--- src/rtl/irq_pkg.sv ---
`default_nettype none
// +----------------------------------------------------------------------+
// | Module  : irq_pkg                                                    |
// | Purpose : Shared config-word layout and types for irq_controller.    |
// | Rev     : 1.0  initial release                                       |
// +----------------------------------------------------------------------+
package irq_pkg;

    localparam int CFG_EN_BIT   = 0;
    localparam int CFG_EDGE_BIT = 1;
    localparam int CFG_PRIO_LSB = 2;

    // Upper bound on the controller's PRIO_W; stored priorities are zero-extended.
    localparam int PRIO_W_MAX   = 8;

    localparam int NO_IRQ_ID    = 0;

    typedef struct packed {
        logic [PRIO_W_MAX-1:0] prio;
        logic                  edge_mode;
        logic                  en;
    } src_cfg_t;

endpackage
`default_nettype wire

--- src/rtl/irq_gateway.sv ---
`default_nettype none
// +----------------------------------------------------------------------+
// | Module  : irq_gateway                                                |
// | Purpose : Per-source synchroniser, edge detect, pending & in-service.|
// | Rev     : 1.0  initial release                                       |
// +----------------------------------------------------------------------+
module irq_gateway
    import irq_pkg::*;
#(
    parameter int SYNC_STAGES = 2
) (
    input  logic clk,
    input  logic rst,
    input  logic i_irq,
    input  logic i_edge_mode,
    input  logic i_claim,
    input  logic i_complete,
    output logic o_pending,
    output logic o_in_service
);

    logic [SYNC_STAGES-1:0] r_sync;
    logic                   r_s_d;
    logic                   r_pending;
    logic                   r_in_service;
    logic                   w_s;
    logic                   w_rise;

    assign w_s    = r_sync[SYNC_STAGES-1];
    assign w_rise = w_s & ~r_s_d;

    always_ff @(posedge clk) begin
        if (rst) begin
            r_sync       <= '0;
            r_s_d        <= 1'b0;
            r_pending    <= 1'b0;
            r_in_service <= 1'b0;
        end else begin
            r_sync[0] <= i_irq;
            for (int k = 1; k < SYNC_STAGES; k++) begin
                r_sync[k] <= r_sync[k-1];
            end
            r_s_d <= w_s;

            // A fresh edge coinciding with a claim must survive the claim.
            if (i_edge_mode) begin
                r_pending <= (r_pending & ~i_claim) | w_rise;
            end else begin
                r_pending <= w_s;
            end

            if (i_claim) begin
                r_in_service <= 1'b1;
            end else if (i_complete) begin
                r_in_service <= 1'b0;
            end
        end
    end

    assign o_pending    = r_pending;
    assign o_in_service = r_in_service;

endmodule
`default_nettype wire

--- src/rtl/irq_controller.sv ---
`default_nettype none
// +----------------------------------------------------------------------+
// | Module  : irq_controller                                             |
// | Purpose : Priority interrupt controller with claim/complete handshake|
// | Rev     : 1.0  initial release                                       |
// +----------------------------------------------------------------------+
module irq_controller
    import irq_pkg::*;
#(
    parameter int NUM_SRC     = 4,
    parameter int PRIO_W      = 3,
    parameter int SYNC_STAGES = 2,
    parameter int ID_W        = $clog2(NUM_SRC + 1)
) (
    input  logic                clk,
    input  logic                rst,
    input  logic [NUM_SRC-1:0]  irq_src,
    input  logic                cfg_we,
    input  logic [ID_W-1:0]     cfg_addr,
    input  logic [PRIO_W+1:0]   cfg_wdata,
    output logic [PRIO_W+1:0]   cfg_rdata,
    output logic                irq_req,
    output logic [ID_W-1:0]     irq_id,
    input  logic                claim,
    input  logic                complete,
    input  logic [ID_W-1:0]     complete_id
);

    src_cfg_t                r_cfg [NUM_SRC];
    logic [PRIO_W-1:0]       r_thr;
    logic                    r_irq_req;
    logic [ID_W-1:0]         r_irq_id;

    logic [NUM_SRC-1:0]      w_pending;
    logic [NUM_SRC-1:0]      w_in_service;
    logic [NUM_SRC-1:0]      w_claim_hit;
    logic [NUM_SRC-1:0]      w_complete_hit;
    logic [NUM_SRC-1:0]      w_eligible;
    logic                    w_claim_valid;
    logic                    w_win_valid;
    logic [ID_W-1:0]         w_win_id;
    logic [PRIO_W_MAX-1:0]   w_win_prio;

    assign w_claim_valid = claim & r_irq_req;

    generate
        for (genvar i = 0; i < NUM_SRC; i++) begin : g_src
            assign w_claim_hit[i]    = w_claim_valid && (r_irq_id == ID_W'(i + 1));
            assign w_complete_hit[i] = complete && (complete_id == ID_W'(i + 1));

            irq_gateway #(
                .SYNC_STAGES (SYNC_STAGES)
            ) u_gateway (
                .clk          (clk),
                .rst          (rst),
                .i_irq        (irq_src[i]),
                .i_edge_mode  (r_cfg[i].edge_mode),
                .i_claim      (w_claim_hit[i]),
                .i_complete   (w_complete_hit[i]),
                .o_pending    (w_pending[i]),
                .o_in_service (w_in_service[i])
            );

            // The source being claimed this cycle is excluded so the request drops next cycle.
            assign w_eligible[i] = w_pending[i] & r_cfg[i].en & ~w_in_service[i] & ~w_claim_hit[i]
                                 & (r_cfg[i].prio > PRIO_W_MAX'(r_thr));
        end
    endgenerate

    always_ff @(posedge clk) begin
        if (rst) begin
            for (int i = 0; i < NUM_SRC; i++) begin
                r_cfg[i] <= '0;
            end
            r_thr <= '0;
        end else if (cfg_we) begin
            for (int i = 0; i < NUM_SRC; i++) begin
                if (cfg_addr == ID_W'(i)) begin
                    r_cfg[i].en        <= cfg_wdata[CFG_EN_BIT];
                    r_cfg[i].edge_mode <= cfg_wdata[CFG_EDGE_BIT];
                    r_cfg[i].prio      <= PRIO_W_MAX'(cfg_wdata[CFG_PRIO_LSB +: PRIO_W]);
                end
            end
            if (cfg_addr == ID_W'(NUM_SRC)) begin
                r_thr <= cfg_wdata[PRIO_W-1:0];
            end
        end
    end

    // Strict '>' while scanning upward keeps ties on the lowest index.
    always_comb begin
        w_win_valid = 1'b0;
        w_win_id    = ID_W'(NO_IRQ_ID);
        w_win_prio  = '0;
        for (int i = 0; i < NUM_SRC; i++) begin
            if (w_eligible[i] && (!w_win_valid || (r_cfg[i].prio > w_win_prio))) begin
                w_win_valid = 1'b1;
                w_win_id    = ID_W'(i + 1);
                w_win_prio  = r_cfg[i].prio;
            end
        end
    end

    always_ff @(posedge clk) begin
        if (rst) begin
            r_irq_req <= 1'b0;
            r_irq_id  <= ID_W'(NO_IRQ_ID);
        end else begin
            r_irq_req <= w_win_valid;
            r_irq_id  <= w_win_id;
        end
    end

    always_comb begin
        cfg_rdata = '0;
        for (int i = 0; i < NUM_SRC; i++) begin
            if (cfg_addr == ID_W'(i)) begin
                cfg_rdata = {r_cfg[i].prio[PRIO_W-1:0], r_cfg[i].edge_mode, r_cfg[i].en};
            end
        end
        if (cfg_addr == ID_W'(NUM_SRC)) begin
            cfg_rdata = (PRIO_W + 2)'(r_thr);
        end
    end

    assign irq_req = r_irq_req;
    assign irq_id  = r_irq_id;

endmodule
`default_nettype wire

--- config.mk ---
export PLATFORM = sky130hd
export DESIGN_NAME = irq_controller
export DESIGN_NICKNAME = d
export VERILOG_FILES = /design/src/rtl/irq_pkg.sv /design/src/rtl/irq_gateway.sv /design/src/rtl/irq_controller.sv
export SDC_FILE = /design/constraint.sdc
export NUM_CORES = 1
export LEC_CHECK = 0
export CORE_MARGIN = 4
export CORE_UTILIZATION = 30
export CTS_CLUSTER_DIAMETER = 200
export CTS_CLUSTER_SIZE = 30
export DETAILED_ROUTE_END_ITERATION = 7
export GPL_TIMING_DRIVEN = 0
export HOLD_SLACK_MARGIN = 0.02
export PLACE_DENSITY = 0.5
export RECOVER_POWER = 100
export SETUP_SLACK_MARGIN = 0.4
export SLEW_MARGIN = 15
export SYNTH_ARGS = -nofsm -noshare
export SYNTH_HDL_FRONTEND = slang
export SYNTH_SLANG_ARGS = --single-unit
--- constraint.sdc ---
create_clock -name clk -period 13.1 [get_ports clk]
set_input_delay 2.62 -clock clk [delete_from_list [all_inputs] [get_ports clk]]
set_output_delay 2.62 -clock clk [all_outputs]
set_load 0.02 [all_outputs]
==> flow_summary.toml, run 1 <==
[outcome]
status = "complete, no violations"

[detailed_routing]
routed.top_layer = "met4"
first_pass_iters = 4
routed_wirelength_um = 6020
ant_nets = 0
drc_errors = 0
wl_met3_um = 183
vias = 1912
avgRoutedWirePerCell_um = 15.3
route.met2.wl_um = 2880
vias_per_cell = 4.85
met1Wirelength_um = 2930
drt-initial-drc-count = 58

[critical_path]
critPathKind = "in2reg"
reg2reg_slack_ps = 7290
worst_r2r_endpoint = "irq_id[2]"
cp-start-kind = "input port"
worstPathMaxFanout = 8
required_ps = 13290
endpoint_kind = "flop"
critPathArrivalTime_ps = 8080
reg2reg_depth = 24
r2r_start = "r_thr[1]"
cp-startpoint = "claim"
endpoint = "irq_id[2]"

[placed_design]
place.gp.congestion = 0.800
portBuffers = 27
place_hpwl_um = 4910

[power]
p_int_mw = 0.219
p_seq_frac = 0.552
p_switching_mw = 0.0808
swShare = 0.269
p_comb_frac = 0.139
clockPowerShare = 0.309
vdd_drop_max_v = 0.0000613
total_power_mw = 0.300
power.leakage_nw = 1.11
p_per_area_nw_per_um2 = 99.1

[sta]
finalSetupViolCount = 0
relSlewSlack = 0.511
skew_ps = 13.4
worst_pin_slew_ps = 727
hold_viol_final = 0
fmax_mhz = 127
rsz0062_at_grt = "false"
drv_slew = 0
setup_tns_ps = 0
fin_crit_ps = 7890
min_period_over_period = 0.602

[clock_tree]
cts_tree = "done"
insertion_delay_ps = 300
postCtsHoldBufs = 0
h-tree-depth = 2
clkTransAtPathRegs_ps = 100
clkSinkCount = 47
postCtsSetupBuffers = 0
cts_buffers = 5
cts_buffer_depth = 2
clock-root-buffer = "clkbuf_8"
post_cts_resized = 0

[synthesis]
syn-num-nets = 295
yosysTopAreaCellShare = 0.237
synth-edff-count = 20
synth_flop_cell = "dfxtp_1"
avgSynthCellArea_um2 = 9.99
yosys_warnings = 0
yosysUniqueCellTypes = 41
synth_cells = 254
yosysSeqAreaShare = 0.449
synth_top_area_cell = "edfxtp_1"
synth_seq_cells = 47
async_reset_ff_frac = 0
yosys-top-cells-area = "edfxtp_1 (24%), dfxtp_1 (21%), ha_1 (10%)"
syn-cell-area_um2 = 2540

[die]
start_util = 0.309
die-area_um2 = 10000
fp.dieH_um = 100
coreArea_um2 = 8220
rows = 33
die-width_um = 100
num_io_pins = 29

[grt]
grt_pass1_vias = 1908
antenna_found_initial = 0
grt_overflow = 0
grt_util_all_layers = 0.125
grt_max_degree = 18
grt_pass1_wl_um = 9720

[flow_run]
max_cap_violations = 0

[final_layout]
nNetsFinal = 329
mostFrequentLayoutCells = "dfxtp_1 (27), nor2b_1 (22), ha_1 (21)"
drive_gt1_frac = 0.0519
fillers = 831
area_delta_synth_final_pct = 19.2
n_antenna_cell = 0
final_common_cell = "dfxtp_1"

[hold_path]
hp-class = "reg2reg"
hold_depth = 1
worstHoldStart = "g_src[3].u_gateway.r_sync[0]"
==> state kept, by name, indices dropped and copies added (netlist names) <==
name / count
r_cfg: 20
g_src.u_gateway.r_sync: 8
g_src.u_gateway.o_in_service: 4
g_src.u_gateway.o_pending: 4
g_src.u_gateway.r_s_d: 4
irq_id: 3
r_thr: 3
irq_req: 1
==> worst max-delay path: stages <==
cell and delay (ps):
dlygate4sd3_1 550, nand4b_1 160, o21ai_1 90, nor3_1 620
nand2_1 130, ha_1 330, nor2b_1 130, o21a_1 150
o21ai_0 200, a21boi_0 230, a22oi_1 300, ha_1 290
nor2b_1 130, o21ai_0 150, a32oi_1 120, o21ai_0 440
mux2_2 400, ha_1 290, a21o_1 160, a21oi_1 140
a31oi_1 80, o21a_1 220, nor2b_1 130
==> area by class of cell <==
cell class	instances	area, um2	area share
buffer	7	26.3	0.00868
multi-input combinational	180	1290	0.425
sequential	47	1140	0.377
clock buffer	5	68.8	0.0227
inverter	20	75.1	0.0248
timing repair buffer	27	270	0.0893
clock inverter	3	26.3	0.00868
tap	105	131	0.0434
==> worst min path at each step <==
stage	slack, ps	end
CTS	450	g_src[3].u_gateway.r_sync[1]
detailed placement	430	g_src[3].u_gateway.r_sync[1]
global route	460	g_src[2].u_gateway.r_sync[1]
finish	440	g_src[3].u_gateway.r_sync[1]
global placement	420	g_src[0].u_gateway.r_sync[1]
floorplan	410	g_src[0].u_gateway.r_sync[1]
==> Yosys cell counts (all sizes together) (2+ instances only) <==
master / n
nor2: 12
o22ai: 2
o31ai: 2
ha: 21
and2: 21
edfxtp: 20
inv: 20
dfxtp: 27
o21ai: 17
nor3: 7
clkbuf: 7
nand2: 12
nand2b: 6
a21o: 2
a22oi: 2
a21oi: 10
mux4: 3
and3: 2
mux2i: 3
a211oi: 2
nand3: 5
nand3b: 2
nor2b: 22
o21a: 4
mux2: 4
a31o: 3
a32oi: 5
==> power groups by stage <==
stage               combinational, mW  clock [mW]  sequential, mW
floorplan                      0.0263           0           0.166
global placement               0.0426           0           0.169
detailed placement             0.0433           0           0.169
CTS                            0.0436      0.0961           0.166
global route                   0.0468       0.101           0.167
finish                         0.0417      0.0928           0.165
==> cells by family after synthesis <==
| group | share of synthesized area |
|---|---|
| and+or+nand+nor | 0.211 |
| AOI/OAI and AO/OA | 0.138 |
| DFF | 0.449 |
| buffers and inverters | 0.0399 |
| adders and majority gates | 0.103 |
| muxes | 0.0577 |
==> layer usage <==
layer / GRT usage / up-vias
met3: 0.0229 / 4
li1: - / 979
met5: 0 / -
met4: 0.0249 / 0
met2: 0.212 / 28
met1: 0.168 / 901
==> per-stage QoR <==
stage	instance area [um2]	setup WS (ps)	std cells	util	hold WS, ps
global placement	2940	5400	386	0.358	417
floorplan	2540	6440	254	-	414
finish	3030	5210	394	0.368	445
detailed placement	2940	5390	386	0.358	426
CTS	3040	5380	394	0.369	451
global route	3030	4750	394	0.368	464
(Power assumes the default switching activity.)
==> run 2: changes to the inputs <==
--- a/config.mk
+++ b/config.mk
@@ -12,7 +12,7 @@
 export DETAILED_ROUTE_END_ITERATION = 7
 export GPL_TIMING_DRIVEN = 0
 export HOLD_SLACK_MARGIN = 0.02
-export PLACE_DENSITY = 0.5
+export PLACE_DENSITY = 0.52
 export RECOVER_POWER = 100
 export SETUP_SLACK_MARGIN = 0.4
 export SLEW_MARGIN = 15
==> constraint.sdc (replaced) <==
create_clock -name clk -period 6.82 [get_ports clk]
set_input_delay 1.364 -clock clk [delete_from_list [all_inputs] [get_ports clk]]
set_output_delay 1.364 -clock clk [all_outputs]
set_load 0.02 [all_outputs]
==> run 2 against run 1 <==
Effect of this change: clock skew down 10 ps; global-route usage up 0.37 points; setup slack worse by 4500 ps; first-iteration DRC count down 1.7%; register-to-register slack worse by 5800 ps; final cell count unchanged; via count up 1.3%; clock-buffer cell count up 1; hold slack about the same; critical path depth unchanged; critical path type unchanged; largest power group unchanged; highest routed layer unchanged.
==> flow_summary.toml, run 2 (synthesis results as in run 1) <==
[die]
die-area_um2 = 10000
rows = 33
num_io_pins = 29
start_util = 0.309
fp.dieH_um = 100
coreArea_um2 = 8220
die-width_um = 100

[hold_path]
hp-class = "reg2reg"

[sta]
drv_slew = 0
hold_viol_final = 0
rsz0062_at_grt = "false"
finalSetupViolCount = 0
min_period_over_period = 0.902
fin_crit_ps = 6150
fmax_mhz = 162
fin_ws_ps = 666
setup_tns_ps = 0
relSlewSlack = 0.585
worst_pin_slew_ps = 617
skew_ps = 3.38

[final_layout]
regMostFlops = "r_cfg"
regArea_um2 = 1140
drive_gt1_frac = 0.0588
area_delta_synth_final_pct = 19.7
final_common_cell = "dfxtp_1"
nNetsFinal = 329
reg_top3 = "r_cfg x20, g_src.u_gateway.r_sync x8"
n_antenna_cell = 0
fillers = 823
mostFrequentLayoutCells = "dfxtp_1 (27), nor2b_1 (22), ha_1 (21)"
multi_input_area_um2 = 1300
largest_reg_flops = 20

[critical_path]
critPathKind = "in2reg"
cp-start-kind = "input port"
r2r_start = "r_cfg[0][3]"
reg2reg_slack_ps = 1510
worstPathMaxFanout = 8
endpoint_kind = "flop"
endpoint = "irq_id[0]"
cp-startpoint = "claim"
reg2reg_depth = 23
required_ps = 7040
worst_r2r_endpoint = "irq_id[0]"
critPathArrivalTime_ps = 6370

[flow_run]
max_cap_violations = 0

[grt]
grt_overflow = 0
grt_max_degree = 16
grt_pass1_wl_um = 10100
grt_pass1_vias = 1963
grt_util_all_layers = 0.129
antenna_found_initial = 0

[outcome]
status = "complete, no violations"

[detailed_routing]
avgRoutedWirePerCell_um = 15.4
vias = 1936
vias_per_cell = 4.91
routed_wirelength_um = 6050
ant_nets = 0
drc_errors = 0
drt-initial-drc-count = 57
first_pass_iters = 4

[placed_design]
portBuffers = 27
place_hpwl_um = 4890
dp_slack_ps = 400
place.gp.congestion = 0.810

[clock_tree]
clkSinkCount = 47
clkTransAtPathRegs_ps = 90
cts_buffers = 5
clock-root-buffer = "clkbuf_8"
h-tree-depth = 2
insertion_delay_ps = 300
postCtsSetupBuffers = 0
cts_tree = "done"
cts_buffer_depth = 2

[power]
vdd_drop_max_v = 0.0000823
p_per_area_nw_per_um2 = 190
power.leakage_nw = 1.11
total_power_mw = 0.578
==> run 2: critical path, stage by stage <==
cell           delay, ps
dlygate4sd3_1        550
nand4b_1             160
o21ai_1              110
nor3_2               440
nand2_1              120
ha_1                 320
nor2b_1              130
o21a_1               160
o21ai_1              210
o21a_1               210
a22oi_1              120
ha_1                 310
nor2b_1              130
o21ai_0              140
a32oi_1              110
o21ai_1              330
mux2_2               390
ha_1                 290
a21o_1               170
a21oi_1              130
a31oi_1               80
o21a_1               220
nor3_1               180
==> run 2: through the flow <==
| step | hold WS, ps | cells | area, um2 | utilization |
|---|---|---|---|---|
| 3_5_place_dp | 425 | 386 | 2940 | 0.358 |
| 2_1_floorplan | 414 | 254 | 2540 | - |
| 3_3_place_gp | 416 | 386 | 2940 | 0.358 |
| 4_1_cts | 448 | 394 | 3040 | 0.370 |
| 5_1_grt | 468 | 394 | 3040 | 0.370 |
| 6_report | 445 | 394 | 3040 | 0.370 |
==> run 2: worst min path at each step <==
stage	from	to	slack, ps	cells past startpoint
finish	g_src[0].u_gateway.r_sync[0]	g_src[0].u_gateway.r_sync[1]	440	1
global route	g_src[2].u_gateway.r_sync[0]	g_src[2].u_gateway.r_sync[1]	470	1
CTS	g_src[0].u_gateway.r_sync[0]	g_src[0].u_gateway.r_sync[1]	450	1
detailed placement	g_src[0].u_gateway.r_sync[0]	g_src[0].u_gateway.r_sync[1]	430	1
global placement	g_src[0].u_gateway.r_sync[0]	g_src[0].u_gateway.r_sync[1]	420	1
floorplan	g_src[0].u_gateway.r_sync[0]	g_src[0].u_gateway.r_sync[1]	410	1
==> run 2: final cells by class <==
type | count | share of cell area
Multi-Input combinational cell | 180 | 0.427
Sequential cell | 47 | 0.375
Timing Repair Buffer | 27 | 0.0889
Tap cell | 105 | 0.0432
Clock buffer | 6 | 0.0272
Inverter | 20 | 0.0247
Buffer | 7 | 0.00865
Clock inverter | 2 | 0.00535
==> run 2: routing by layer <==
metal | track usage | wire (um)
met1 | 0.183 | 2990
met2 | 0.204 | 2800
met3 | 0.0215 | 205
met4 | 0.0321 | 57
met5 | 0 | 0
==> run 2: timing repair <==
| action | in CTS | in global routing |
|---|---|---|
| resized for setup | 0 | 2 |
| endpoints found under the setup margin | 0 | 3 |
| hold buffers | 0 | 0 |
==> run 2: power breakdown <==
part           internal [mW]  leakage, nW  total, mW  switching [mW]
Combinational         0.0389        0.651     0.0811          0.0422
Clock                 0.0828       0.0474      0.179          0.0959
Sequential             0.306        0.413      0.318          0.0124
Total                  0.428         1.11      0.578           0.151
